===== src/rtl/csa_seq_pkg.sv =====
// Shared definitions for the sliced carry-select add sequencer: FSM states,
// slice width and the slice-index width helper.
package csa_seq_pkg;

    localparam int SLICE_W = 2;

    typedef enum logic [1:0] {
        IDLE = 2'd0,
        RUN  = 2'd1,
        DONE = 2'd2
    } state_t;

    // Slice counter width: ceil(log2(n)), never narrower than one bit.
    function automatic int idx_width(input int n);
        return (n > 2) ? $clog2(n) : 1;
    endfunction

endpackage


===== src/rtl/CSA_2.sv =====
// Two-bit carry-select adder slice: both carry hypotheses are formed up front
// and cin picks one; second_out carries the unselected {carry, sum} candidate.
module CSA_2 (
    input  logic [1:0] a,
    input  logic [1:0] b,
    input  logic       cin,
    output logic [1:0] sum,
    output logic       cout,
    output logic [2:0] second_out
);

    logic [2:0] res_c0;
    logic [2:0] res_c1;

    assign res_c0 = {1'b0, a} + {1'b0, b};
    assign res_c1 = res_c0 + 3'd1;

    assign {cout, sum} = cin ? res_c1 : res_c0;
    assign second_out  = cin ? res_c0 : res_c1;

endmodule


===== src/rtl/csa_slice_sequencer.sv =====
// Wide adder built from one 2-bit carry-select slice, stepped LSB to MSB with
// a start/done handshake. Define CSA_SEQ_OVERFLOW_EN to build signed overflow.
module csa_slice_sequencer
    import csa_seq_pkg::*;
#(
    parameter int WIDTH = 8,
    parameter int SLICE = 2
) (
    input  logic             clock,
    input  logic             reset,
    input  logic             start,
    input  logic [WIDTH-1:0] a,
    input  logic [WIDTH-1:0] b,
    input  logic             cin,
    output logic             busy,
    output logic             done,
    output logic [WIDTH-1:0] sum,
    output logic             cout,
    output logic             overflow
);

    localparam int N     = WIDTH / SLICE;
    localparam int IDX_W = idx_width(N);

    state_t             state;
    logic [WIDTH-1:0]   a_q;
    logic [WIDTH-1:0]   b_q;
    logic               carry_q;
    logic [IDX_W-1:0]   idx;

    logic [SLICE_W-1:0] a_sl [N];
    logic [SLICE_W-1:0] b_sl [N];
    logic [SLICE_W-1:0] slice_a;
    logic [SLICE_W-1:0] slice_b;
    logic [SLICE_W-1:0] slice_sum;
    logic               slice_cout;
    logic               accept;
    logic               last;

    // Split latched operands into per-slice lanes so the mux is a plain array pick.
    for (genvar gi = 0; gi < N; gi++) begin : g_slice_lane
        assign a_sl[gi] = a_q[gi*SLICE_W +: SLICE_W];
        assign b_sl[gi] = b_q[gi*SLICE_W +: SLICE_W];
    end

    assign slice_a = a_sl[idx];
    assign slice_b = b_sl[idx];

    CSA_2 u_slice (
        .a          (slice_a),
        .b          (slice_b),
        .cin        (carry_q),
        .cout       (slice_cout),
        .sum        (slice_sum),
        .second_out ()
    );

    // A new request is taken in IDLE and also straight out of DONE.
    assign accept = start && ((state == IDLE) || (state == DONE));
    assign last   = (idx == IDX_W'(N - 1));
    assign busy   = (state == RUN);
    assign done   = (state == DONE);

    always_ff @(posedge clock or posedge reset) begin
        if (reset) begin
            state   <= IDLE;
            idx     <= '0;
            carry_q <= 1'b0;
            a_q     <= '0;
            b_q     <= '0;
            sum     <= '0;
            cout    <= 1'b0;
        end else begin
            case (state)
                IDLE, DONE: begin
                    if (accept) begin
                        state   <= RUN;
                        a_q     <= a;
                        b_q     <= b;
                        carry_q <= cin;
                        idx     <= '0;
                        sum     <= '0;
                        cout    <= 1'b0;
                    end else begin
                        state <= IDLE;
                    end
                end
                RUN: begin
                    sum[idx*SLICE_W +: SLICE_W] <= slice_sum;
                    carry_q <= slice_cout;
                    idx     <= idx + 1'b1;
                    if (last) begin
                        state <= DONE;
                        cout  <= slice_cout;
                    end
                end
                default: state <= IDLE;
            endcase
        end
    end

`ifdef CSA_SEQ_OVERFLOW_EN
    logic overflow_reg;

    // The MSB of the result is still in flight on the final slice, so take it from the adder.
    always_ff @(posedge clock or posedge reset) begin
        if (reset) begin
            overflow_reg <= 1'b0;
        end else if (accept) begin
            overflow_reg <= 1'b0;
        end else if ((state == RUN) && last) begin
            overflow_reg <= (a_q[WIDTH-1] == b_q[WIDTH-1]) &&
                            (slice_sum[SLICE_W-1] != a_q[WIDTH-1]);
        end
    end

    assign overflow = overflow_reg;
`else
    assign overflow = 1'b0;
`endif

endmodule

===== config.mk =====
export PLATFORM = sky130hd
export DESIGN_NAME = csa_slice_sequencer
export DESIGN_NICKNAME = d
export VERILOG_FILES = /design/src/rtl/csa_seq_pkg.sv /design/src/rtl/CSA_2.sv /design/src/rtl/csa_slice_sequencer.sv
export SDC_FILE = /design/constraint.sdc
export NUM_CORES = 1
export LEC_CHECK = 0
export CAP_MARGIN = 5
export CELL_PAD_IN_SITES_DETAIL_PLACEMENT = 1
export CELL_PAD_IN_SITES_GLOBAL_PLACEMENT = 1
export CORE_ASPECT_RATIO = 1.5
export CORE_UTILIZATION = 43
export CTS_BUF_LIST = sky130_fd_sc_hd__clkbuf_8
export DETAILED_ROUTE_END_ITERATION = 6
export PLACE_DENSITY = 0.95
export RECOVER_POWER = 100
export REMOVE_ABC_BUFFERS = 1
export SLEW_MARGIN = 20
export SYNTH_ARGS = -nofsm -noshare
export SYNTH_HDL_FRONTEND = slang
export SYNTH_SLANG_ARGS = --single-unit

===== constraint.sdc =====
create_clock -name clock -period 7.6 [get_ports clock]
set_input_delay 1.14 -clock clock [delete_from_list [all_inputs] [get_ports clock]]
set_output_delay 1.14 -clock clock [all_outputs]
set_load 0.02 [all_outputs]

* Word level (Yosys, flattened, before mapping)
Index checks and enable logic that the tools add are counted.
Word-level totals: bits of input ports 20, word-level logic and storage cells 48, output and inout bits 12, register bits after elaboration 30
Cells by class: bitwise gates (word level) 1, magnitude comparators 1, shifts and indexed selects 2, mux-type cells 20, $add $sub $neg 4, reduce and logical (&&, ||, !) cells 8, eq/ne operators 5
Operators with widths (count):
- 3-bit negation with 34-bit output | 1
- 2-bit by 34-bit variable shift with 8-bit output (first input constant) | 1
- 2-bit by 34-bit indexed part select with 8-bit output | 1
- 8-bit one-hot mux with 2 select lines | 1
- 2-bit two-way mux | 6
- 2-bit binary-select mux with 2-bit select | 2
- 8-bit bitwise mux | 1
- 8-bit two-way mux | 1
- 2-bit one-hot mux with 2 select lines | 2
- 2-bit equality test (second input constant) | 2
- 1-bit two-way mux | 4
- 1-bit one-hot mux with 2 select lines | 2
- 2-bit AND reduction | 2
- 2-bit by 2-bit adder with 3-bit output | 1
- 3-bit by 1-bit adder with 3-bit output (second input constant) | 1
- 3-bit >= comparator (second input constant) | 1
- 3-bit two-way mux | 1
- 2-bit NOT with 3-bit output | 1
- 3-bit AND reduction | 1
- 2-bit by 1-bit adder with 2-bit output (second input constant) | 1
- 2-bit by 1-bit equality test with 1-bit output (second input constant) | 1
- 2-bit logical NOT | 1
- 2-bit by 1-bit != test with 1-bit output (second input constant) | 1
- 2-bit != test (second input constant) | 1
- 4 further kinds | 4

* Longest topological paths before layout
Gate-level depths: netlist (run 1).
depth after elaboration 10, mapped depth 10, gate-level depth less buffers 9

* Cells and area by module
A second synthesis (run 1) with hierarchy kept.
Second synthesis, totals: cell total of the unflattened synthesis 157, area, all modules 1582.8 µm²
Modules (own cells, without submodules):
- csa_slice_sequencer | seq. area each 750.7 µm², times used 1, area each 1462.7 µm², cells an instance 141
- CSA_2 | seq. area each 0.0 µm², times used 1, area each 120.1 µm², cells an instance 16

* Least setup slack after synthesis (run 1)
No wires, ideal clock.
path type register -> register, start point reg idx[0], end point reg sum[5], cell stages (with the launch flop) 10, period minus slack after synthesis 2563 ps, buffers on the path 1, library setup time 121 ps, arrival time 2442 ps, setup slack 5037 ps, data required time 7479 ps, path through dfrtp_1 -> buf_6 -> mux4_1 -> ha_1 -> inv_1 -> fa_1 -> inv_1 -> ha_1 -> mux2_2 -> a22o_1
Between the ends: word-level cells in the longest chain between the ends 10, elaborated cells between the ends (all ways) 15, classes of those cells 3 x add/sub; 2 x shift; 9 x mux; 1 x bitwise
Ends and longest elaborated chain:
- start: declaration | RTL line csa_slice_sequencer.sv:29 | logic [IDX_W-1:0] idx;
- start signal: assignment | RTL line csa_slice_sequencer.sv:91 | idx <= idx + 1'b1;
- 2-bit NOT with 3-bit output (implied by the code) | RTL line csa_slice_sequencer.sv:46, csa_slice_sequencer.sv:47
- 2-bit binary-select mux with 2-bit select, on equally long branches | RTL line csa_slice_sequencer.sv:46, csa_slice_sequencer.sv:47
- 2-bit two-way mux, on equally long branches (2 in series) | RTL line csa_slice_sequencer.sv:46, csa_slice_sequencer.sv:47
- 2-bit by 2-bit adder with 3-bit output | RTL line CSA_2.sv:15 | assign res_c0 = {1'b0, a} + {1'b0, b};
- 3-bit by 1-bit adder with 3-bit output | RTL line CSA_2.sv:16 | assign res_c1 = res_c0 + 3'd1;
- 3-bit two-way mux | RTL line CSA_2.sv:18 | assign {cout, sum} = cin ? res_c1 : res_c0;
- 2-bit by 34-bit indexed part select with 8-bit output | RTL line csa_slice_sequencer.sv:89 | sum[idx*SLICE_W +: SLICE_W] <= slice_sum;
- 8-bit bitwise mux * | RTL line csa_slice_sequencer.sv:89
- 8-bit one-hot mux with 2 select lines * | RTL line csa_slice_sequencer.sv:74 | case (state)
- end signal: indexed assignment | RTL line csa_slice_sequencer.sv:89
- end: declaration | RTL line csa_slice_sequencer.sv:17 | output logic [WIDTH-1:0] sum,
Mark *: on every way between the ends. The rest lies on a longest branch, timed or not. The select of a mux whose other input is x is not followed. A chain may end at the register's enable or synchronous reset.

* Worst setup path after layout (run 1)
start point reg state[1], end point out busy
Between the ends: word-level cells in the longest chain between the ends 1
Ends and longest elaborated chain:
- start: declaration | RTL line csa_slice_sequencer.sv:25 | state_t state;
- start signal: assignment | RTL line csa_slice_sequencer.sv:66 | state <= IDLE;
- start signal: assignment | RTL line csa_slice_sequencer.sv:77 | state <= RUN;
- start signal: assignment | RTL line csa_slice_sequencer.sv:85 | state <= IDLE;
- 2-bit by 1-bit equality test with 1-bit output | RTL line csa_slice_sequencer.sv:61 | assign busy = (state == RUN);
- end: declaration | RTL line csa_slice_sequencer.sv:15 | output logic busy,
No other way between the ends.

==> results of run 1 <==
## cells in the mapped netlist, drive strengths merged, types with 2 or more instances
| cell type | n | share of area |
|---|---|---|
| nand2 | 48 | 0.12 |
| dfrtp | 30 | 0.50 |
| inv | 10 | 0.025 |
| buf | 6 | 0.025 |
| ha | 6 | 0.050 |
| nand3 | 5 | 0.017 |
| o31ai | 5 | 0.025 |
| mux4 | 4 | 0.069 |
| nand3b | 4 | 0.020 |
| a22o | 3 | 0.017 |
| nor2b | 3 | 0.012 |
| a21oi | 2 | 0.0066 |
| clkbuf | 2 | 0.0058 |
| mux2i | 2 | 0.013 |
| nand2b | 2 | 0.0083 |
| o21ai | 2 | 0.0066 |
| o2bb2ai | 2 | 0.012 |
## cell families (layout without fill, tap and decap cells)
kind of cell / Yosys count / count (layout)
AOI/OAI and AO/OA: 17 / 17
xor gates and xnor gates: 1 / 1
adders and majority gates: 7 / 7
buffers and inverters: 18 / 47
DFF: 30 / 30
muxes: 7 / 7
other: 1 / 1
and+or+nand+nor: 67 / 67
## power breakdown
| group | switching, uW | internal (uW) |
|---|---|---|
| Sequential | 55.2 | 230 |
| Clock | 57.2 | 60.2 |
| Combinational | 260 | 210 |
## registers in the layout, summed over array words and instances, names as in the netlist
signal	cells
a_q	8
b_q	8
carry_q	1
cout	1
idx	2
state	2
sum	8
## per-layer routing
layer / up-vias / part of all wire
met3: 6 / 0.036
met1: 560 / 0.37
met2: 25 / 0.58
met5: - / 0
met4: 0 / 0.015
li1: 550 / -
## per-stage QoR
step,util,hold slack (ns),setup slack (ns)
global route,0.5610,0.4961,4.465
floorplan,-,0.4373,4.992
global placement,0.5385,0.4493,4.567
detailed placement,0.5385,0.4623,4.459
CTS,0.5610,0.4777,4.647
finish,0.5610,0.4725,4.653
## placed cells by master (no fill, tap or decap), drive strengths merged, types with 2 or more instances in the layout
cell           instances
a21oi                  2
a22o                   3
clkbuf                 5
clkdlybuf4s50         17
dfrtp                 30
dlygate4sd3           13
ha                     6
inv                   12
mux2i                  2
mux4                   4
nand2                 48
nand2b                 2
nand3                  5
nand3b                 4
nor2b                  3
o21ai                  2
o2bb2ai                2
o31ai                  5
## worst min-delay path by stage
| stage | startpoint | endpoint |
|---|---|---|
| 4_1_cts | a_q[2] | a_q[2] |
| 2_1_floorplan | a_q[2] | a_q[2] |
| 3_3_place_gp | b_q[6] | b_q[6] |
| 6_report | a_q[2] | a_q[2] |
| 5_1_grt | a_q[2] | a_q[2] |
| 3_5_place_dp | a_q[2] | a_q[2] |
## final cells by class
class                           instances  area (um2)
Fill cell                             399        1485
Tap cell                               42       52.55
Sequential cell                        30       750.7
Clock inverter                          2       7.507
Clock buffer                            5       68.82
Inverter                               10       37.54
Timing Repair Buffer                   30       300.3
Multi-Input combinational cell        100       680.7
## worst register-to-register path, cell delays in order, from the launching register on
cell	delay, ns
dfrtp_1	0.60
mux4_1	0.64
ha_1	0.21
inv_1	0.08
fa_1	0.44
inv_1	0.11
ha_1	0.24
mux2_2	0.28
a22o_1	0.20
==> results by group, run 1 <==
Clock network
  – Root Driver: clkbuf_8
  – Post-CTS Hold Buffers: 0
  – CTS buffer count: 5
  – Setup Buffers After CTS: 0
  – CTS tree: yes
  – Clk sink count: 30
  – Clk_lat worst skew: 0.28 ns
  – Clk slew on worst S/H paths: 0.06 ns
  – Clk buf depth: 2
  – H-Tree Depth: 2
  – Resized cells post-CTS: 0

Synth
  – YS warnings: 0
  – Number of synthesized flops with an enable pin: 0
  – Distinct cells, synth: 34
  – Synth Cell Area: 0.001515 mm2
  – Top_reg_cell synth: dfrtp_1
  – Synthesized area per cell: 10.24 um2
  – Synth Area in Adders: 0.06276
  – Xor/xnor share of the synthesized area: 0.005780
  – Synth Register Bits: 30
  – Post-synthesis compound-gate area fraction: 0.08505
  – Largest family of logic cells by synthesized area: simple AND/OR/NAND/NOR gates
  – Post-Synth Simple-Gate Area: 0.2031
  – Post-Syn Instances: 148
  – Sequential area share after synthesis: 0.4955
  – Mux share of post-synthesis cell area: 0.09001
  – Ys async rst share: 1.000

Setup path
  – Number of buffers and inverters on the critical path: 2
  – R2r startpoint: idx[0]
  – CP Depth: 3
  – Startpoint types: flop
  – Critical-path cell list: nand2b_1 > inv_1 > dlygate4sd3_1
  – FF-to-FF End: sum[5]
  – Slowest cell on the critical path: dlygate4sd3_1
  – End point of the critical path: busy
  – Largest delay share family, worst path: buffers and inverters
  – Worst Setup SP: state[1]
  – Reg2reg path depth: 8
  – CP max stage delay: 0.71 ns
  – Crit Path Class: reg -> out
  – Kind of end point of the critical path: output pin
  – R2R setup slack: 4.68 ns
  – Worst Path Required: 6.46 ns
  – CP arrival: 1.81 ns
  – Critical path peak fanout: 6

Route
  – Post-route ant nets: 0
  – Post-Route WL: 3342 um
  – 1st-iter DRT viols: 19
  – # DRC: 0
  – Drt wl/cell: 15.26 um
  – DRT Pass-1 Iters: 5
  – Routed vias: 1141
  – Vias per inst: 5.210

Floorplan
  – # IOs: 32
  – Die ar.: 0.003770 mm2
  – Initial Utilization: 0.4479
  – Core footprint: 0.003383 mm2
  – Die height: 74.70 um
  – Rows: 26
  – DIE WIDTH: 50.47 um

Timing
  – Max-slew violations: 0
  – RSZ-0062 raised after global routing: false
  – Final Cycle Share: 0.3877
  – Setup TNS: 0 ns
  – Tmin final: 2.947 ns
  – Finish-stage setup viols: 0
  – Clk_skew: 0.005433 ns
  – Final Hold Fails: 0
  – Fmax: 0.3394 GHz
  – Slew @ Worst Pin: 1.191 ns
  – Max_slew headroom: 0.2041

Pwr
  – Design Power: 873.2 uW
  – Leakage power: 0.0009592 uW
  – Power per cell area: 460.0 mW/mm2
  – Peak VDD IR: 0.2555 mV

GRT
  – GRT Max-Usage Layer: met2
  – Vias in the first global route: 1265
  – Gr usage total: 0.2070
  – Grt ovf: 0
  – Antenna violations before repair: 0
  – Largest net degree at the start of global routing: 31
  – Met2 GRT Util: 0.3852
  – Global-route wire length before repair: 5685 um
  – Met1 Use GR: 0.2126
  – GRT met3 Usage: 0.05657

Placement
  – Detailed placement HPWL: 2541 um
  – PortBufs: 30
  – Placed Area: 0.001822 mm2
  – Placed Cells incl. Taps: 212
  – Gpl congestion: 0.7748

Run status
  – Outcome: finished clean

Layout
  – Layout cells sized above 1: 0.05650
  – Final cell count without fillers: 219
  – ANT cells: 0
  – Area growth syn-to-layout: 25.27%
  – Final nets: 204
  – Finished layout cell area: 0.001898 mm2

Min path
  – Hold Path Depth: 2
  – Hold WC Path Type: reg -> reg

Flow run
  – Max cap viols: 0
No activity file was read; power rests on OpenSTA's default activity.
==> run 2, diff against run 1 <==
CORE_UTILIZATION = 40   (was 43)
PLACE_DENSITY = 0.92   (was 0.95)
clock period = 2.8 ns   (was 7.6 ns; I/O delays follow)
==> results by group, run 2 (synthesis gave the netlist of run 1 again) <==
Layout
  – Commonest non-fill, non-tap cell in the layout: nand2_1 (unchanged)
  – Final cell count without fillers: 225 (was 219)
  – Largest regs: a_q (8), b_q (8), sum (8) (unchanged)
  – ANT cells: 0 (unchanged)
  – Most frequent cells in the layout: nand2_1, dfrtp_1, clkdlybuf4s50_1, dlygate4sd3_1, inv_1 (unchanged)
  – Final nets: 208 (was 204)
  – Area growth syn-to-layout: 27.58% (was 25.27%)
  – Layout cells sized above 1: 0.07143 (was 0.05650)

Placement
  – PortBufs: 30 (unchanged)
  – Detailed placement HPWL: 2987 um (was 2541 um)
  – Worst slack, placed: 0.08959 ns (was 4.459 ns)
  – Placed Cells incl. Taps: 217 (was 212)
  – Gpl congestion: 0.8000 (was 0.7748)

Timing
  – Tmin final: 2.677 ns
  – Final Cycle Share: 0.9561
  – RSZ-0062 raised after global routing: false (unchanged)
  – Setup TNS: 0 ns (unchanged)
  – Max-slew violations: 31 (was 0)
  – Max_slew headroom: -0.09034 (was 0.2041)
  – Setup WS post-layout: 0.1230 ns (was 4.653 ns)
  – Clk_skew: 0.009733 ns (was 0.005433 ns)
  – Fmax: 0.3736 GHz
  – Finish-stage setup viols: 0 (unchanged)
  – Slew @ Worst Pin: 1.636 ns (was 1.191 ns)
  – Final Hold Fails: 0 (unchanged)

Pwr
  – Leakage power: 0.0009735 uW (was 0.0009592 uW)
  – Power per cell area: 1279 mW/mm2 (was 460.0 mW/mm2)
  – Peak VDD IR: 0.6281 mV (was 0.2555 mV)

Clock network
  – Clk sink count: 30 (unchanged)
  – CTS buffer count: 5 (unchanged)
  – Clk_lat worst skew: 0.29 ns (was 0.28 ns)
  – H-Tree Depth: 2 (unchanged)
  – CTS tree: yes (unchanged)
  – Clk buf depth: 2 (unchanged)
  – Resized cells post-CTS: 0 (unchanged)
  – Clk slew on worst S/H paths: 0.07 ns (was 0.06 ns)
  – Post-CTS Hold Buffers: 0 (unchanged)
  – Root Driver: clkbuf_8 (unchanged)
  – Setup Buffers After CTS: 0 (unchanged)

Setup path
  – CP arrival: 2.86 ns (was 1.81 ns)
  – Critical path peak fanout: 3 (was 6)
  – Crit Path Class: reg -> reg (was reg -> out)
  – Worst Path Required: 2.98 ns (was 6.46 ns)
  – Startpoint types: flop (unchanged)
  – Critical-path cell list: mux4_1 > ha_1 > inv_1 > fa_1 > inv_1 > ha_1 > mux2_2 > a22o_1 (was nand2b_1 > inv_1 > dlygate4sd3_1)
  – Kind of end point of the critical path: flop (was output pin)
  – CP max stage delay: 0.62 ns (was 0.71 ns)
  – Slowest cell on the critical path: mux4_1 (was dlygate4sd3_1)

Route
  – Drt wl/cell: 16.96 um (was 15.26 um)
  – 1st-iter DRT viols: 14 (was 19)
  – Routed vias: 1218 (was 1141)
  – Post-route ant nets: 0 (unchanged)
  – Vias per inst: 5.413 (was 5.210)
  – Post-Route WL: 3817 um (was 3342 um)
  – # DRC: 0 (unchanged)
  – DRT Pass-1 Iters: 4 (was 5)

GRT
  – Antenna violations before repair: 0 (unchanged)
  – Gr usage total: 0.2199 (was 0.2070)
  – Global-route wire length before repair: 6368 um (was 5685 um)
  – Vias in the first global route: 1367 (was 1265)
  – Largest net degree at the start of global routing: 31 (unchanged)
  – Grt ovf: 0 (unchanged)

Floorplan
  – Die ar.: 0.004043 mm2 (was 0.003770 mm2)
  – Die height: 77.38 um (was 74.70 um)
  – # IOs: 32 (unchanged)
  – DIE WIDTH: 52.25 um (was 50.47 um)
  – Rows: 27 (was 26)
  – Core footprint: 0.003649 mm2 (was 0.003383 mm2)
  – Initial Utilization: 0.4153 (was 0.4479)

Flow run
  – Max cap viols: 1 (was 0)

Min path
  – Hold WC Path Type: reg -> reg (unchanged)

Run status
  – Violated checks: max-capacitance violations, max-slew violations
  – Outcome: finished with violations (was finished clean)
run 2: worst paths after layout:
check,start,endpoint,slack (ns),cells after the start
max reg2reg,idx[0],sum[5],0.12,8
min,b_q[2],b_q[2],0.48,2
max in group asynchronous,reset,cout,0.70,3
min reg2reg,b_q[2],b_q[2],0.48,2
min in group asynchronous,reset,sum[1],1.15,3
max,idx[0],sum[5],0.12,8
run 2: through the flow:
stage          hold slack (ns)  power (uW)  cell area [um2]    util
5_1_grt                 0.5042        2664             1933  0.5298
2_1_floorplan           0.4373        1641             1469       -
3_3_place_gp            0.4550        1998             1853  0.5079
6_report                0.4751        2473             1933  0.5298
4_1_cts                 0.4788        2529             1944  0.5329
3_5_place_dp            0.4632        2166             1853  0.5079
run 2: area by class of cell:
cell class                      count  area [um2]
Clock inverter                      2       8.758
Multi-Input combinational cell    100       680.7
Clock buffer                        6       82.58
Fill cell                         420        1715
Tap cell                           43       53.80
Timing Repair Buffer               34       319.1
Inverter                           10       37.54
Sequential cell                    30       750.7
run 2: power breakdown:
group	internal [uW]	total [uW]	leakage, uW	switching, uW
clock	194	356	0.0000524	162
combinational	584	1350	0.000536	768
sequential	625	765	0.000385	141
total	1400	2470	0.000973	1070
run 2: worst max-delay path, delay by kind of cell, from the launching register on:
kind	cells	cell delay, ns
multiplexers	2	0.89
AO/OA/AOI/OAI	1	0.19
flip-flops	1	0.41
adder cells (fa/ha/maj)	3	0.90
buffers and inverters	2	0.19
run 2: per-layer routing:
layer,vias to the layer above,share of wire,wire length (um),GRT usage
li1,562,-,-,-
met3,11,0.039,149,0.05294
met4,0,0.034,128,0.1079
met1,609,0.34,1313,0.2056
met2,36,0.58,2224,0.4167
met5,-,0,0,0
==> run 3, diff against run 2 <==
SLEW_MARGIN = default   (was 20)
==> results of run 3 <==
No change in the layout: final DEF, timing and power equal those of run 2.
